**src/rtl/morse_sequencer.sv**
```systemverilog
// Morse playback sequencer.
// Captures up to eight 5-bit Morse digit codes plus a digit count on a start pulse.
// Plays the captured codes as Morse timing on tone_en, with a square-wave buzz during each mark.
//
// Ports:
//   clk, rst         clock; asynchronous active-high reset
//   start, abort     1-cycle play request; immediate stop (abort has priority)
//   count            number of valid digits; values above 8 are clamped to 8
//   r0..r7           per-digit code, MSB sent first; 1 = dash, 0 = dot
//   tone_en, buzz    mark indicator; square wave while marking
//   busy, digit_idx  playback in progress; index of the digit being sent
//   done             1-cycle pulse after the final mark
module morse_sequencer #(
  parameter int unsigned UNIT_CYCLES = 25_000_000,
  parameter int unsigned TONE_HALF   = 25_000
) (
  input  logic       clk,
  input  logic       rst,
  input  logic       start,
  input  logic       abort,
  input  logic [3:0] count,
  input  logic [4:0] r0,
  input  logic [4:0] r1,
  input  logic [4:0] r2,
  input  logic [4:0] r3,
  input  logic [4:0] r4,
  input  logic [4:0] r5,
  input  logic [4:0] r6,
  input  logic [4:0] r7,
  output logic       tone_en,
  output logic       buzz,
  output logic       busy,
  output logic [2:0] digit_idx,
  output logic       done
);

  localparam int unsigned TW = $clog2(3 * UNIT_CYCLES);
  localparam int unsigned HW = (TONE_HALF > 1) ? $clog2(TONE_HALF) : 1;
  localparam logic [TW-1:0] DotLoad  = TW'(UNIT_CYCLES - 1);
  localparam logic [TW-1:0] DashLoad = TW'(3 * UNIT_CYCLES - 1);
  localparam logic [HW-1:0] ToneLast = HW'(TONE_HALF - 1);

  typedef enum logic [2:0] {StIdle, StMark, StSpace, StDgap, StFin} state_e;

  state_e          state_q, state_d;
  logic [TW-1:0]   timer_q, timer_d;
  logic [2:0]      idx_q, idx_d;
  logic [2:0]      bit_q, bit_d;
  logic [HW-1:0]   tone_cnt_q, tone_cnt_d;
  logic            buzz_q, buzz_d;
  logic [7:0][4:0] codes_q;
  logic [3:0]      n_q;
  logic            snap;
  logic [3:0]      count_sat;
  logic            cur_dash;
  logic            last_digit;

  assign count_sat  = (count > 4'd8) ? 4'd8 : count;
  // Symbol selected by the already-advanced idx/bit, i.e. the mark about to start.
  assign cur_dash   = codes_q[idx_q][bit_q];
  assign last_digit = (({1'b0, idx_q} + 4'd1) == n_q);

  always_comb begin
    state_d = state_q;
    timer_d = (timer_q != '0) ? timer_q - TW'(1) : '0;
    idx_d   = idx_q;
    bit_d   = bit_q;
    snap    = 1'b0;
    if (abort) begin
      state_d = StIdle;
      timer_d = '0;
      idx_d   = '0;
      bit_d   = 3'd4;
    end else begin
      case (state_q)
        StIdle: begin
          timer_d = '0;
          if (start) begin
            snap  = 1'b1;
            idx_d = '0;
            bit_d = 3'd4;
            if (count_sat == 4'd0) begin
              state_d = StFin;
            end else begin
              state_d = StMark;
              timer_d = r0[4] ? DashLoad : DotLoad;
            end
          end
        end
        StMark: begin
          if (timer_q == '0) begin
            if (bit_q != 3'd0) begin
              bit_d   = bit_q - 3'd1;
              state_d = StSpace;
              timer_d = DotLoad;
            end else if (last_digit) begin
              state_d = StFin;
            end else begin
              idx_d   = idx_q + 3'd1;
              bit_d   = 3'd4;
              state_d = StDgap;
              timer_d = DashLoad;
            end
          end
        end
        StSpace, StDgap: begin
          if (timer_q == '0) begin
            state_d = StMark;
            timer_d = cur_dash ? DashLoad : DotLoad;
          end
        end
        StFin: begin
          state_d = StIdle;
          idx_d   = '0;
        end
        default: state_d = StIdle;
      endcase
    end
  end

  // Tone phase restarts at every mark entry so each mark begins with buzz low.
  always_comb begin
    tone_cnt_d = '0;
    buzz_d     = 1'b0;
    if (state_q == StMark && state_d == StMark) begin
      if (tone_cnt_q == ToneLast) begin
        buzz_d = ~buzz_q;
      end else begin
        tone_cnt_d = tone_cnt_q + HW'(1);
        buzz_d     = buzz_q;
      end
    end
  end

  always_ff @(posedge clk or posedge rst) begin
    if (rst) begin
      state_q    <= StIdle;
      timer_q    <= '0;
      idx_q      <= '0;
      bit_q      <= 3'd4;
      tone_cnt_q <= '0;
      buzz_q     <= 1'b0;
    end else begin
      state_q    <= state_d;
      timer_q    <= timer_d;
      idx_q      <= idx_d;
      bit_q      <= bit_d;
      tone_cnt_q <= tone_cnt_d;
      buzz_q     <= buzz_d;
    end
  end

  // Snapshot of the entry; contents are only meaningful after a start.
  always_ff @(posedge clk) begin
    if (snap) begin
      codes_q <= {r7, r6, r5, r4, r3, r2, r1, r0};
      n_q     <= count_sat;
    end
  end

  assign tone_en   = (state_q == StMark);
  assign buzz      = buzz_q && (state_q == StMark);
  assign busy      = (state_q == StMark) || (state_q == StSpace) || (state_q == StDgap);
  assign done      = (state_q == StFin);
  assign digit_idx = idx_q;

endmodule

```
**config.mk**
```make
export PLATFORM = sky130hd
export DESIGN_NAME = morse_sequencer
export DESIGN_NICKNAME = d
export VERILOG_FILES = /design/src/rtl/morse_sequencer.sv
export SDC_FILE = /design/constraint.sdc
export NUM_CORES = 1
export LEC_CHECK = 0
export CORE_ASPECT_RATIO = 0.6
export CORE_MARGIN = 5
export CORE_UTILIZATION = 40
export DETAILED_ROUTE_END_ITERATION = 12
export GPL_TIMING_DRIVEN = 0
export REMOVE_ABC_BUFFERS = 1
export SKIP_LAST_GASP = 1
export SLEW_MARGIN = 10
export SYNTH_ARGS = -nofsm -noshare
export SYNTH_HDL_FRONTEND = slang
export SYNTH_SLANG_ARGS = --single-unit
```
**constraint.sdc**
```tcl
create_clock -name clk -period 4.49 [get_ports clk]
set_input_delay 1.1225 -clock clk [delete_from_list [all_inputs] [get_ports clk]]
set_output_delay 1.1225 -clock clk [all_outputs]
set_load 0.01 [all_outputs]
```
==> results.yml, run 1 <==
sta:
  worst_slew_pin_slew_ps: 889
  slew_headroom_pct: 40.3
  report.final.slew_viol_count: 0
  setup_violations: 0
  hold_viol: 0
  period_needed_ps: 3350
  skew_ps: 3.71
  rsz0062_at_grt: "no"
  worst_slack_ps: 1140
  finalSetupTns_ps: 0
  fin_crit_sh_pct: 74.7
  fmax_mhz: 298
drt:
  route.detailed.drc: 0
  viasPerCell: 5.28
  wl_per_cell_um: 16.1
  first_pass_iters: 5
  routed-via-count: 3390
  ant_nets: 0
  wl_um: 10300
  drt-initial-drc-count: 197
grt:
  grt_pass1_vias: 3327
  grt-ovfl-total: 0
  grt_use_total_pct: 15.7
  grt_pass1_wl_um: 17400
  grtUsageMet2_pct: 21.1
  use_met3_pct: 3.81
  grt_start_max_net_pins: 33
  antenna_found_initial: 0
  busiest_layer: "met1"
  grt_use_met1_pct: 24.9
cts:
  clock_latency_ps: 340
  clockRootBuffer: "clkbuf_16"
  ctsLongestPathBuffers: 2
  cts_tree: "done"
  numCtsBuffers: 9
  clk_pin_slew_ps: 60
  post_cts_buffers: 0
  ctsResizeCount: 0
  htree_levels: 3
  ctsHoldBuffers: 0
  clock-sinks: 96
synth:
  synth.area.top_cells: "edfxtp_1 (28%), dfrtp_1 (27%), nor2_1 (4.4%), mux4_2 (3.8%), xnor2_1 (3.7%)"
  synth_commonest_cells: "nor2_1 (55), dfrtp_1 (51), edfxtp_1 (44)"
  yosysTopAreaCellShare_pct: 27.9
  synth_xor_area_share_pct: 6.66
  syn_inst: 423
  synthMostInstantiatedCell: "nor2_1"
  seq_area_frac_synth_pct: 55.4
  yosys.area.top_type: "edfxtp_1"
  synth-simple-area-share_pct: 19.2
  synth_fa_ha_area_share_pct: 1.32
  synth_compound_area_share_pct: 9.49
  async_flop_share_pct: 54.2
  synthFlopType: "dfrtp_1"
  synth_edf_count: 44
  synth_top_family_by_area: "simple AND/OR/NAND/NOR gates"
  synth_area_per_cell_um2: 11.2
  synth_seq_cells: 96
  syn_area_um2: 4730
  synth_cell_type_count: 54
  synth_warnings: 0
  muxShareOfSynthArea_pct: 5.52
critical_path:
  cp-start-kind: "input port"
  cp_max_fo: 16
  cp_data_arrival_time_ps: 3600
  end_kind: "flop"
  crit_type: "in -> reg"
  crit_required_ps: 4740
  timing.rr.end: "timer_q[3]"
  rr_startpoint: "timer_q[11]"
  r2r_setup_slack_ps: 1210
  r2r_cells: 6
layout:
  n_antenna_cell: 0
  drive_above_1_share_pct: 9.54
  finalNetCount: 530
  area_growth_pct: 21.2
  fin_cells: 642
pwr:
  power.density_nw_per_um2: 461
  leakage_uw: 0.00214
  ir_worst_vdd_uv: 231
hold_path:
  hp-start: "tone_cnt_q[0]"
  worstHoldPathType: "reg -> reg"
  holdPathStages: 1
  hold_end: "tone_cnt_q[0]"
placement:
  port_buffers: 54
  globalplace.congestion: 0.867
  hpwl_um: 7590
  dp_cells: 626
  preCtsSetupSlack_ps: 761
die:
  die_y_um: 94.3
  start_util_pct: 41.3
  core_area_um2: 11400
  die_w_um: 150
  io_pins: 55
  core.rowCount: 30
  dieArea_um2: 14200
run_status:
  outcome: "finished, final reports clean"
flow_run:
  maxCapViolations: 0
-- flip-flops by register name, indices dropped and copies added, names as in the netlist --
signal	cells
digit_idx	3
tone_cnt_q	15
buzz_q	1
n_q	4
timer_q	27
codes_q	40
state_q	3
bit_q	3
-- worst max-delay path by stage --
stage	from	endpoint	cells past startpoint
after CTS	abort	tone_cnt_q[13]	4
after detailed placement	abort	tone_cnt_q[9]	4
after global routing	abort	tone_cnt_q[9]	4
final	abort	tone_cnt_q[13]	4
after global placement	abort	codes_q[11]	2
after floorplan	start	codes_q[0]	2
-- layout by cell type, fill, tap and decap left out, types with 7 or more instances in the layout --
master	netlist	routed
o21ai_0	11	10
a21oi_2	10	10
a21oi_1	11	11
mux4_2	8	8
nor4_1	10	10
xnor2_1	20	20
and2_1	7	7
clkdlybuf4s50_1	0	54
clkbuf_16	0	9
nand4_1	7	7
nor3_1	17	17
inv_1	13	12
or3_1	7	7
nand2_1	28	28
nor2_1	55	54
mux2i_1	7	7
xor2_1	16	16
edfxtp_1	44	44
dfrtp_1	51	51
nand3_1	16	16
-- layout make-up --
cell class | count | area, um2
clock buffer | 12 | 236
inverter | 13 | 48.8
sequential | 96 | 2620
multi-input combinational | 300 | 2010
clock inverter | 4 | 21.3
tap | 160 | 200
timing repair buffer | 57 | 599
fill | 1058 | 5710
-- layer usage --
metal / wire (um) / part of all wire [%] / vias to the layer above
li1: - / - / 1658
met1: 5600 / 54 / 1643
met2: 4070 / 39 / 79
met3: 570 / 5.5 / 10
met4: 100 / 0.97 / 0
met5: 0 / 0 / -
-- critical path, stage by stage --
cell	delay (ps)
clkdlybuf4s50_1	710
nor3_1	850
nand3_1	610
a21oi_1	300
-- report_power, final --
part / switching, uW / total, uW / internal (uW)
combinational: 493 / 854 / 361
clock: 308 / 680 / 372
sequential: 90.1 / 1110 / 1020
-- stage by stage --
stage,total power [uW],cell area (um2),utilization (%),hold slack (ps)
detailed placement,1970,5480,47.9,463
floorplan,1730,4670,-,433
global placement,1950,5410,47.3,448
global route,2830,5740,50.1,506
finish,2640,5740,50.1,464
CTS,2670,5740,50.1,472
-- logic make-up after synthesis --
logic type | after synthesis
flops | 96
compound gates | 65
simple gates | 178
fa+ha+maj | 5
xor+xnor | 36
mux | 16
buf+inv | 27
Note: power is estimated with default switching activity, not from simulation.
==> run 2, diff against run 1 <==
clock period = 3.4 ns   (was 4.49 ns; I/O delays follow)
==> results.yml, run 2 (synthesis results as in run 1) <==
hold_path:
  holdPathStages: 1
  hold_end: "tone_cnt_q[0]"
  hp-start: "tone_cnt_q[0]"
  worstHoldPathType: "reg -> reg"
drt:
  ant_nets: 0
  wl_um: 10400
  drt-initial-drc-count: 191
  wl_per_cell_um: 16.1
  routed-via-count: 3405
  viasPerCell: 5.30
  first_pass_iters: 5
  route.detailed.drc: 0
pwr:
  power.density_nw_per_um2: 609
  leakage_uw: 0.00213
  ir_worst_vdd_uv: 306
  p_total_uw: 3490
layout:
  n_antenna_cell: 0
  mostFrequentLayoutCells: "nor2_1 (54), clkdlybuf4s50_1 (54), dfrtp_1 (50)"
  largest_reg_flops: 40
  reg_top3: "codes_q (40), timer_q (27), tone_cnt_q (15)"
  finalNetCount: 530
  fin_util_pct: 50.1
  fillers: 1056
  largest_register: "codes_q"
  drive_above_1_share_pct: 9.96
  area_growth_pct: 21.3
cts:
  post_cts_buffers: 0
  ctsResizeCount: 0
  cts_tree: "done"
  htree_levels: 3
  numCtsBuffers: 9
  clock-sinks: 96
  clk_pin_slew_ps: 60
  ctsLongestPathBuffers: 2
  clock_latency_ps: 340
  ctsHoldBuffers: 0
  clockRootBuffer: "clkbuf_16"
die:
  io_pins: 55
  core.rowCount: 30
  core_area_um2: 11400
  die_y_um: 94.3
  die_w_um: 150
  start_util_pct: 41.3
  dieArea_um2: 14200
critical_path:
  r2r_cells: 6
  timing.rr.end: "timer_q[3]"
  rr_startpoint: "timer_q[11]"
  cp-start-kind: "input port"
  crit_type: "in -> reg"
  crit_required_ps: 3650
  r2r_setup_slack_ps: 340
  end_kind: "flop"
  cp_max_fo: 16
  cp_data_arrival_time_ps: 3340
sta:
  fmax_mhz: 324
  skew_ps: 3.88
  finalSetupTns_ps: 0
  rsz0062_at_grt: "no"
  report.final.slew_viol_count: 0
  setup_violations: 0
  fin_crit_sh_pct: 90.8
  hold_viol: 0
  worst_slew_pin_slew_ps: 890
  slew_headroom_pct: 40.2
  period_needed_ps: 3090
grt:
  grt_pass1_wl_um: 17400
  grt-ovfl-total: 0
  busiest_layer: "met1"
  use_met3_pct: 3.81
  grt_use_total_pct: 15.7
  grt_pass1_vias: 3327
  antenna_found_initial: 0
  grtUsageMet2_pct: 21.1
  grt_use_met1_pct: 24.9
  grt_start_max_net_pins: 33
run_status:
  outcome: "finished, final reports clean"
placement:
  port_buffers: 54
  globalplace.congestion: 0.867
  hpwl_um: 7590
flow_run:
  maxCapViolations: 0
-- run 2: cell counts in the layout (fill, tap and decap cells not counted) --
Identical to the previous run, type by type.
-- run 2: worst max-delay path, stage by stage --
cell	delay, ps
clkdlybuf4s50_1	710
nor3_1	860
nand3_1	610
a21oi_1	300
-- run 2: report_power, final --
group          switching, uW  internal (uW)
registers                119           1350
clock network            408            491
logic                    650            478
total                   1180           2320
-- run 2: routing by layer --
layer,part of all wire (%),up-vias,routed length (um)
li1,-,1659,-
met1,54,1649,5610
met2,40,87,4100
met3,5.3,10,552
met4,0.84,0,87
met5,0,-,0
-- run 2: cell type report --
class / count / area [um2] / area share (%)
timing repair buffer: 57 / 599 / 10.4
clock inverter: 4 / 21.3 / 0.371
tap: 160 / 200 / 3.49
clock buffer: 12 / 236 / 4.12
sequential: 96 / 2630 / 45.7
multi-input combinational: 300 / 2010 / 35.0
inverter: 13 / 48.8 / 0.850
-- run 2: stage by stage --
stage / instance area, um2 / hold WS, ps / std cells / worst slack (ps)
2_1_floorplan: 4670 / 433 / 409 / 193
4_1_cts: 5740 / 472 / 642 / 116
3_5_place_dp: 5480 / 463 / 626 / -56.8
3_3_place_gp: 5410 / 448 / 623 / -1330
6_report: 5740 / 464 / 642 / 314
5_1_grt: 5740 / 506 / 642 / 21.9
-- run 2: worst max path at each step --
stage,startpoint,to,slack (ps),cells past startpoint
detailed placement,abort,tone_cnt_q[9],-60,4
CTS,digit_idx[1],timer_q[3],120,7
finish,abort,tone_cnt_q[13],310,4
global placement,abort,codes_q[11],-1330,2
global route,abort,tone_cnt_q[9],20,4
floorplan,start,codes_q[0],190,2
==> run 3, diff against run 2 <==
CAP_MARGIN = 20   (was not set)
CTS_BUF_LIST = sky130_fd_sc_hd__clkbuf_8 sky130_fd_sc_hd__clkbuf_16   (was not set)
==> results.yml, run 3 (synthesis results as in run 1) <==
drt:
  ant_nets: 0
  viasPerCell: 5.30
  route.detailed.drc: 0
  first_pass_iters: 4
  drt-initial-drc-count: 257
  routed-via-count: 3400
  wl_per_cell_um: 16.5
  wl_um: 10600
layout:
  largest_register: "codes_q"
  mostFrequentLayoutCells: "nor2_1 (54), clkdlybuf4s50_1 (54), dfrtp_1 (50)"
  reg_top3: "codes_q (40), timer_q (27), tone_cnt_q (15)"
  n_antenna_cell: 0
  finalNetCount: 530
  largest_reg_flops: 40
  drive_above_1_share_pct: 9.96
  area_growth_pct: 22.4
  design_area_um2: 5790
grt:
  grtUsageMet2_pct: 22.3
  grt_pass1_wl_um: 17600
  grt_pass1_vias: 3418
  grt-ovfl-total: 0
  antenna_found_initial: 0
  busiest_layer: "met1"
  grt_use_met1_pct: 24.3
  grt_use_total_pct: 15.9
  grt_start_max_net_pins: 33
  use_met3_pct: 4.19
cts:
  cts_tree: "done"
  clockRootBuffer: "clkbuf_16"
  ctsResizeCount: 0
  ctsLongestPathBuffers: 2
  htree_levels: 3
  clock-sinks: 96
  numCtsBuffers: 9
  post_cts_buffers: 0
  clk_pin_slew_ps: 60
  clock_latency_ps: 340
  ctsHoldBuffers: 0
sta:
  hold_viol: 0
  worst_slack_ps: 155
  report.final.slew_viol_count: 0
  whs_ps: 464
  period_needed_ps: 3240
  slew_headroom_pct: 41.9
  setup_violations: 0
  worst_slew_pin_slew_ps: 864
  finalSetupTns_ps: 0
  rsz0062_at_grt: "no"
  fmax_mhz: 308
  fin_crit_sh_pct: 95.4
  skew_ps: 9.59
pwr:
  swShare_pct: 32.7
  seqPwrFrac_pct: 40.2
  combPwrFrac_pct: 30.9
  power_frac_clock_pct: 28.8
  ir_worst_vdd_uv: 295
  p_int_uw: 2450
  leakage_uw: 0.00217
  power.density_nw_per_um2: 629
  switchingPower_uw: 1190
critical_path:
  crit_type: "reg -> reg"
  crit_required_ps: 3660
  cp_max_fo: 18
  slowest_delay_ps: 660
  cp-start-kind: "flop"
  cpLargestDelayFamily: "simple AND/OR/NAND/NOR gates"
  cp_common_cell: "a31oi_1"
  end_kind: "flop"
  worst-path-buf-inv: 0
  cp_data_arrival_time_ps: 3500
  crit_path_top_delay_cell: "and4_1"
  path_cells: "or4_4 -> nor4_2 -> and4_1 -> a31oi_1 -> a221o_1 -> a31oi_1"
die:
  io_pins: 55
  die_y_um: 94.3
  dieArea_um2: 14200
  start_util_pct: 41.3
  core.rowCount: 30
  core_area_um2: 11400
  die_w_um: 150
placement:
  preCtsSetupSlack_ps: -36.4
  hpwl_um: 7580
  postPlaceCellArea_um2: 5480
  port_buffers: 54
  globalplace.congestion: 0.867
hold_path:
  worstHoldPathType: "reg -> reg"
run_status:
  outcome: "finished, final reports clean"
flow_run:
  maxCapViolations: 0
run 3: cell types whose count changed in the layout (fill, tap and decap cells not counted):
cell | previous run | this run
and4_1 | 0 | 1
and4_2 | 1 | 0
bufinv_16 | 0 | 1
clkbuf_1 | 3 | 0
clkbuf_16 | 9 | 10
clkbuf_8 | 0 | 1
clkinv_1 | 1 | 0
clkinv_2 | 2 | 0
inv_1 | 12 | 15
run 3: power by group through the flow:
stage	combinational [uW]	clock (uW)	sequential, uW
2_1_floorplan	824	0	1460
3_3_place_gp	1090	0	1490
3_5_place_dp	1110	0	1490
4_1_cts	1120	1080	1470
5_1_grt	1260	1130	1490
6_report	1130	1050	1470
run 3: per-stage QoR:
stage | util, % | std cells | total power [uW]
floorplan | - | 409 | 2280
global placement | 47.3 | 623 | 2580
detailed placement | 47.9 | 626 | 2600
CTS | 50.6 | 642 | 3670
global route | 50.6 | 642 | 3880
finish | 50.6 | 642 | 3640
run 3: per-layer routing:
metal | vias to the layer above | wire [um]
li1 | 1662 | -
met1 | 1648 | 5600
met2 | 85 | 4370
met3 | 5 | 544
met4 | 0 | 55
met5 | - | 0
run 3: path summary, 6_finish.rpt:
path	depth (start not counted)	end	from	slack, ps
min in group asynchronous	2	tone_cnt_q[7]	rst	850
worst max register to register	6	timer_q[3]	timer_q[11]	160
worst max-delay path	6	timer_q[3]	timer_q[11]	160
max in group asynchronous	3	timer_q[1]	rst	2000
worst min register to register	1	tone_cnt_q[0]	tone_cnt_q[0]	460
worst min-delay path	1	tone_cnt_q[0]	tone_cnt_q[0]	460
run 3: final cells by class:
cell class                 instances  area [um2]
multi-input combinational        300        2010
clock inverter                     5        48.8
clock buffer                      11         264
tap                              160         200
inverter                          13        48.8
sequential                        96        2630
fill                            1061        5660
timing repair buffer              57         599
run 3: worst reg2reg max path: cells and delay by family (launching register included):
family,cells,cell delay (ps)
AO/OA/AOI/OAI,3,1140
AND/OR/NAND/NOR,3,1620
flip-flops,1,400
